## config.mk

```make
export PLATFORM = sky130hd
export DESIGN_NAME = exc_arbiter
export DESIGN_NICKNAME = d
export VERILOG_FILES = /design/src/rtl/exc_arbiter.sv
export SDC_FILE = /design/constraint.sdc
export NUM_CORES = 1
export LEC_CHECK = 0
export CAP_MARGIN = 20
export CORE_ASPECT_RATIO = 1.2
export CORE_MARGIN = 2
export CORE_UTILIZATION = 39
export DETAILED_ROUTE_END_ITERATION = 12
export HOLD_SLACK_MARGIN = 0.05
export PLACE_DENSITY = 0.77
export SYNTH_ARGS = -nofsm -noshare
export SYNTH_HDL_FRONTEND = slang
export SYNTH_SLANG_ARGS = --single-unit
```

## constraint.sdc

```tcl
create_clock -name clk -period 1.3 [get_ports clk]
set_input_delay 0.195 -clock clk [delete_from_list [all_inputs] [get_ports clk]]
set_output_delay 0.195 -clock clk [all_outputs]
set_load 0.02 [all_outputs]
```

## src/rtl/exc_arbiter.sv

```systemverilog
// Exception/interrupt arbiter: edge-captures NSRC request lines into pending
// bits, picks the highest-index eligible source, runs the drain/entry
// handshake with the hazard unit and holds in-service until ERET.

// Per-source cell: edge detector plus pending bit (set beats clear).
module exc_src_cell (
  input  logic clk,
  input  logic reset,
  input  logic src,
  input  logic clr,
  output logic pending
);
  logic src_q, src_d;
  logic pending_q, pending_d;

  // Next pending bit: a rising edge sets it, an entry on this source clears it.
  always_comb begin
    src_d     = src;
    pending_d = (pending_q & ~clr) | (src & ~src_q);
  end

  // src_q tracks the line even in reset so a level already high at release
  // does not register as a fresh request.
  always_ff @(posedge clk) begin
    src_q <= src_d;
    if (!reset) pending_q <= 1'b0;
    else        pending_q <= pending_d;
  end

  assign pending = pending_q;
endmodule

module exc_arbiter #(
  parameter int NSRC = 3,
  parameter int CW   = 3
) (
  input  logic            clk,
  input  logic            reset,
  input  logic [NSRC-1:0] src_in,
  input  logic [NSRC-1:0] src_mask,
  input  logic            global_en,
  input  logic            exc_ack,
  input  logic            eret,
  output logic            exc_req,
  output logic            exc_take,
  output logic [CW-1:0]   cause,
  output logic            in_service,
  output logic [NSRC-1:0] pending
);

  // Cause is index+1 with 0 reserved for "none", so every index must fit.
  if (NSRC < 1 || NSRC > 8 || (1 << CW) <= NSRC) begin : g_bad_param
    $error("exc_arbiter: need 1<=NSRC<=8 and 2**CW > NSRC");
  end

  typedef enum logic [1:0] {IDLE, REQ, SERVICE} state_t;

  state_t          state_q, state_d;
  logic [CW-1:0]   win_idx_q, win_idx_d;
  logic [NSRC-1:0] elig, clr;
  logic [CW-1:0]   win;
  logic            mask_win, withdraw, take;

  for (genvar i = 0; i < NSRC; i++) begin : g_src
    exc_src_cell u_cell (
      .clk     (clk),
      .reset   (reset),
      .src     (src_in[i]),
      .clr     (clr[i]),
      .pending (pending[i])
    );
  end

  // Highest eligible index wins; later loop iterations override earlier ones.
  always_comb begin
    elig = pending & ~src_mask;
    win  = '0;
    for (int i = 0; i < NSRC; i++)
      if (elig[i]) win = CW'(i);
  end

  // Handshake decode and next state. Withdraw beats ack; the latched winner
  // is never replaced while in REQ. Entry is suppressed while reset is low.
  always_comb begin
    state_d   = state_q;
    win_idx_d = win_idx_q;
    mask_win  = 1'b0;
    for (int i = 0; i < NSRC; i++)
      if (win_idx_q == CW'(i)) mask_win = src_mask[i];
    withdraw  = mask_win | ~global_en;
    take      = reset & (state_q == REQ) & exc_ack & ~withdraw;
    clr       = '0;
    for (int i = 0; i < NSRC; i++)
      if (win_idx_q == CW'(i)) clr[i] = take;
    case (state_q)
      IDLE: if (global_en && |elig) begin
        state_d   = REQ;
        win_idx_d = win;
      end
      REQ: begin
        if (withdraw)     state_d = IDLE;
        else if (exc_ack) state_d = SERVICE;
      end
      SERVICE: if (eret) state_d = IDLE;
      default: state_d = IDLE;
    endcase
  end

  // State and winner registers.
  always_ff @(posedge clk) begin
    if (!reset) begin
      state_q   <= IDLE;
      win_idx_q <= '0;
    end else begin
      state_q   <= state_d;
      win_idx_q <= win_idx_d;
    end
  end

  assign exc_req    = (state_q == REQ);
  assign in_service = (state_q == SERVICE);
  assign exc_take   = take;
  assign cause      = (state_q == IDLE) ? '0 : win_idx_q + CW'(1);

endmodule

```

Word level (Yosys, flattened, before mapping)
Index checks and enable logic that the tools add are counted.
{"block": "classes", "reduce_logical": 6, "muxes": 14, "n_addsub": 1, "bitwise": 23, "eq_ne": 7}
{"op": "1-bit bitwise AND", "n": 9}
{"op": "2-bit two-way mux", "n": 4}
{"op": "1-bit inverter", "n": 8}
{"op": "1-bit two-way mux", "n": 7}
{"op": "3-bit two-way mux", "n": 2}
{"op": "2-bit case mux with 3 select lines", "n": 1}
{"op": "2-bit inequality test (second input constant)", "n": 2}
{"op": "1-bit OR", "n": 4}
{"op": "3-bit by 1-bit adder with 3-bit output (second input constant)", "n": 1}
{"op": "3-bit bitwise AND", "n": 1}
{"op": "3-bit by 1-bit equality test with 1-bit output (second input constant)", "n": 1}
{"op": "3-bit by 2-bit equality test with 1-bit output (second input constant)", "n": 1}
{"op": "3-bit zero test", "n": 1}
{"op": "3-bit by 2-bit inequality test with 1-bit output (second input constant)", "n": 1}
{"op": "3-bit inverter", "n": 1}
{"op": "3-bit AND reduction", "n": 1}
{"op": "3-bit OR reduction", "n": 1}
{"op": "2-bit by 1-bit equality test with 1-bit output (second input constant)", "n": 1}
{"op": "2-bit equality test (second input constant)", "n": 1}
{"op": "2-bit zero test", "n": 1}
{"op": "2-bit AND reduction", "n": 1}
{"op": "1-bit logical AND", "n": 1}
{"block": "totals", "wordCells": 59, "in_bits": 11, "ff_bits": 11, "out_inout_bits": 9}

Depth between registers and ports, before layout
{"block": "depth", "depth_word": 11, "mapped_depth": 6, "depth_no_buf": 6}

By module
Synthesis repeated with hierarchy kept, for this count alone.
{"block": "unflattened", "hier_cells": 59, "area_unflattened_um2": 566.8}
{"mod": "exc_arbiter", "cells_each": 44, "seq_area_each_um2": 80.1, "area_per_inst_um2": 375.4, "n_inst": 1}
{"mod": "exc_src_cell", "cells_each": 5, "seq_area_each_um2": 40.0, "area_per_inst_um2": 63.8, "n_inst": 3}

Worst setup path before layout
Ideal clock, no wire load.
{"block": "synth_timing", "kind": "register -> output", "startpoint": "reg win_idx_q[0]", "endpoint": "out exc_take", "slack_ns": -0.164, "n_path_buf": 0, "arrival_ns": 1.269, "required_time_ns": 1.105, "stages_incl_launch_ff": 7, "cell_sequence": "dfxtp_1 -> inv_1 -> ha_1 -> nand2_1 -> nand3_2 -> nor3_2 -> and2_1"}
{"block": "synth_between", "elab_chain_len": 7, "elab_cells_between_ends": 9, "cone_classes": "eq/ne: 2; mux: 3; bitwise: 3; reduce/logical: 1"}
{"item": "from (decl)", "line": "59", "rtl": "logic [CW-1:0] win_idx_q, win_idx_d;"}
{"item": "from (signal assigned)", "line": "116", "rtl": "win_idx_q <= win_idx_d;"}
{"item": "3-bit zero test", "line": "89", "rtl": "if (win_idx_q == CW'(i)) mask_win = src_mask[i];"}
{"item": "1-bit two-way mux (2 in a row)", "line": "89"}
{"item": "1-bit two-way mux *", "line": "89"}
{"item": "1-bit OR *", "line": "90", "rtl": "withdraw = mask_win | ~global_en;"}
{"item": "1-bit inverter *", "line": "91", "rtl": "take = reset & (state_q == REQ) & exc_ack & ~withdraw;"}
{"item": "1-bit bitwise AND *", "line": "91"}
{"item": "to (decl)", "line": "45", "rtl": "output logic exc_take,"}
Every way passes the cells marked *; elsewhere a longest branch is shown, timed or not.

Final worst setup path
Ends and elaborated chain as after synthesis.

==> impl_metrics.json <==
{
  "areaGrowthSynthToFinish_pct": 69.37,
  "die_area_mm2": 0.001917,
  "critical_path_arrival_ns": 1.50,
  "cts_made_buffers": 3,
  "row_count": 15,
  "cp_data_required_time_ns": 1.11,
  "synth-edff-count": 0,
  "cts_tree": "built",
  "overflow": 0,
  "syn-cell-area_um2": 616.8,
  "hold_buffers": 0,
  "synth.largest_area_cell": "sky130_fd_sc_hd__dfxtp_1",
  "timing_hold_violations_final": 0,
  "pwr_per_cell_area_mw_per_mm2": 958.2,
  "critPathMaxFanout": 3,
  "post_synth_main_area_contributors": "sky130_fd_sc_hd__dfxtp_1 32%, sky130_fd_sc_hd__ha_1 8.1%, sky130_fd_sc_hd__nor2b_4 6.7%, sky130_fd_sc_hd__nor2b_1 6.1%, sky130_fd_sc_hd__a21boi_0 3.7%",
  "post_layout_util_pct": 71.37,
  "multi_input_comb_area_um2": 471.7,
  "worst-setup-path-type": "reg -> out",
  "slew_violations": 0,
  "violation_count_after_the_first_detailed_route_iteration": 5,
  "x_dimension_of_the_die_um": 40.31,
  "final_period_minus_worst_setup_slack_ns": 1.697,
  "worst_setup_path_start_kind": "flip-flop",
  "routed-via-count": 568,
  "viasPerCell": 4.855,
  "grt_pass1_vias": 589,
  "status": "finished with violations",
  "total_leakage_power_nw": 0.4279,
  "pin_count_of_the_biggest_net_entering_global_routing": 8,
  "post_route_fraction_of_the_period_consumed_by_the_critical_path_pct": 130.6,
  "drt_first_pass_iters": 4,
  "nFillCells": 115,
  "syn_nets": 79,
  "htree_num_levels": 1,
  "maxCapViolations": 0,
  "post-synth-top-count-cell": "sky130_fd_sc_hd__dfxtp_1",
  "worstSkewPairLatency_ns": 0.27,
  "drc_errors": 0,
  "max_freq_mhz": 589.2,
  "synthesis.instances": 64,
  "grt_setup_unrepaired": "true",
  "per_cell_routed_wire_length_um": 12.31,
  "pnr_worst_setup_slack_ns": -0.3972,
  "finalSetupTns_ns": -0.6896,
  "clock_sink_count": 10,
  "power.ir.vdd_worst_mv": 0.5805,
  "fin_hold_ws_ns": 0.3923,
  "ant_nets": 0,
  "floorplan.initialDensity_pct": 42.14,
  "track_usage_pct": 18.47,
  "slew_headroom_pct": 84.67,
  "cts_max_path_buffers": 2,
  "post_route_cells_drive_above_1_share_pct": 53.00,
  "violated_checks": "negative setup slack",
  "place.port_buffers": 19,
  "clock-root-buffer": "sky130_fd_sc_hd__clkbuf_4",
  "clock_skew_ns": 0.003963,
  "yosysWarningCount": 0,
  "io_pins": 20,
  "finalNetCount": 116,
  "cts.clk_slew.worst_paths_ns": 0.07,
  "end_kind": "primary output",
  "post_detail_place_hpwl_um": 1106,
  "post_synth.cell_area_avg_um2": 9.638,
  "synth_commonest_cells": "10 x sky130_fd_sc_hd__dfxtp_1, 6 x sky130_fd_sc_hd__nor2b_1, 5 x sky130_fd_sc_hd__nand2_1",
  "yosys.area.top_type_share_pct": 32.45,
  "place_ws_ns": -0.6689,
  "routed_wirelength_um": 1440,
  "synthArstFlopShare_pct": 0,
  "grt_first_pass_wirelength_um": 2380,
  "synth_ff_type": "sky130_fd_sc_hd__dfxtp_1",
  "coreArea_mm2": 0.001464,
  "finalSetupViolations": 5,
  "synth_seq_cells": 10,
  "netlist-cell-type-count": 28,
  "die_height_um": 47.57,
  "slew_of_the_pin_with_the_lowest_slew_margin_ns": 0.2299,
  "globalplace.congestion": 0.7230,
  "seqCellArea_um2": 206.4,
  "antenna_found_initial": 0,
  "antenna-diode-count": 0,
  "min_path_type": "in -> reg",
  "synth-seq-area-share_pct": 32.45
}
## registers in the layout (all words and copies together), names as in the netlist
signal,count
g_src.u_cell.src_q,3
state_q,2
win_idx_q,2
g_src.u_cell.pending,3
## critical path: stages (launching register included)
cell	delay, ns
sky130_fd_sc_hd__dfxtp_4	0.39
sky130_fd_sc_hd__inv_4	0.05
sky130_fd_sc_hd__ha_4	0.15
sky130_fd_sc_hd__nand3b_1	0.09
sky130_fd_sc_hd__a21oi_2	0.07
sky130_fd_sc_hd__nor3_2	0.21
sky130_fd_sc_hd__and2_4	0.17
sky130_fd_sc_hd__buf_6	0.10
## what timing repair did
| action | 4_1_cts | 5_1_grt |
|---|---|---|
| setup buffers | 3 | 0 |
| resized for setup | 39 | 9 |
| pin swaps | 5 | 2 |
| endpoints found under the setup margin | 11 | 12 |
| hold endpoints to repair | 0 | 0 |
## final timing paths
kind	start	cells past startpoint	end	slack [ns]
worst max-delay path	win_idx_q[0]	7	exc_take	-0.40
worst min-delay path	src_in[0]	1	g_src[0].u_cell.src_q	0.39
worst max register to register	win_idx_q[1]	7	state_q[1]	-0.07
worst min register to register	g_src[2].u_cell.src_q	2	g_src[2].u_cell.pending	0.49
## layer usage
layer	vias to the layer above	wire length (um)	track usage, %
met1	257	580	20.06
met4	0	29	10.00
li1	293	-	-
met3	4	57	2.791
met5	-	0	0
met2	14	773	33.55
## cell type report
type	count	area share, %
clock buffers	4	3.473
inverters	3	1.317
multi-input cells	48	45.15
flip-flops and latches	10	19.76
well taps	17	2.036
repair buffers	35	28.26
## stage by stage
step | instance area (um2) | power (W) | instances
floorplan | 644.4 | 0.0005383 | 64
global placement | 945.9 | 0.0007033 | 112
detailed placement | 945.9 | 0.0007105 | 112
CTS | 1022 | 0.0009959 | 117
global route | 1045 | 0.001057 | 117
finish | 1045 | 0.001001 | 117
## power breakdown
part / total, W / switching (W) / internal [W]
clock: 0.000289 / 0.000119 / 0.000170
sequential: 0.000344 / 0.0000136 / 0.000331
combinational: 0.000368 / 0.000184 / 0.000183
## placed cells by master, fill, tap and decap left out, types with 2 or more instances in the layout
cell / count
sky130_fd_sc_hd__nand2_1: 4
sky130_fd_sc_hd__o21ai_0: 2
sky130_fd_sc_hd__clkdlybuf4s50_1: 10
sky130_fd_sc_hd__nor2_1: 2
sky130_fd_sc_hd__clkbuf_4: 3
sky130_fd_sc_hd__nor2b_2: 2
sky130_fd_sc_hd__nor2b_1: 5
sky130_fd_sc_hd__buf_4: 16
sky130_fd_sc_hd__dfxtp_1: 7
sky130_fd_sc_hd__ha_4: 4
sky130_fd_sc_hd__buf_6: 3
sky130_fd_sc_hd__dlygate4sd2_1: 3
sky130_fd_sc_hd__a21oi_2: 3
sky130_fd_sc_hd__a21boi_0: 2
sky130_fd_sc_hd__nor2b_4: 4
sky130_fd_sc_hd__buf_2: 3
sky130_fd_sc_hd__dfxtp_2: 2
## kinds of logic (layout without fill, tap and decap cells)
group	Yosys count	after routing	share of synthesized area (%)
simple gates	28	28	31.85
buf+inv	6	42	5.476
fa+ha+maj	4	4	8.114
compound gates	16	16	22.11
flops	10	10	32.45
Power figures use the tool's default switching activity.
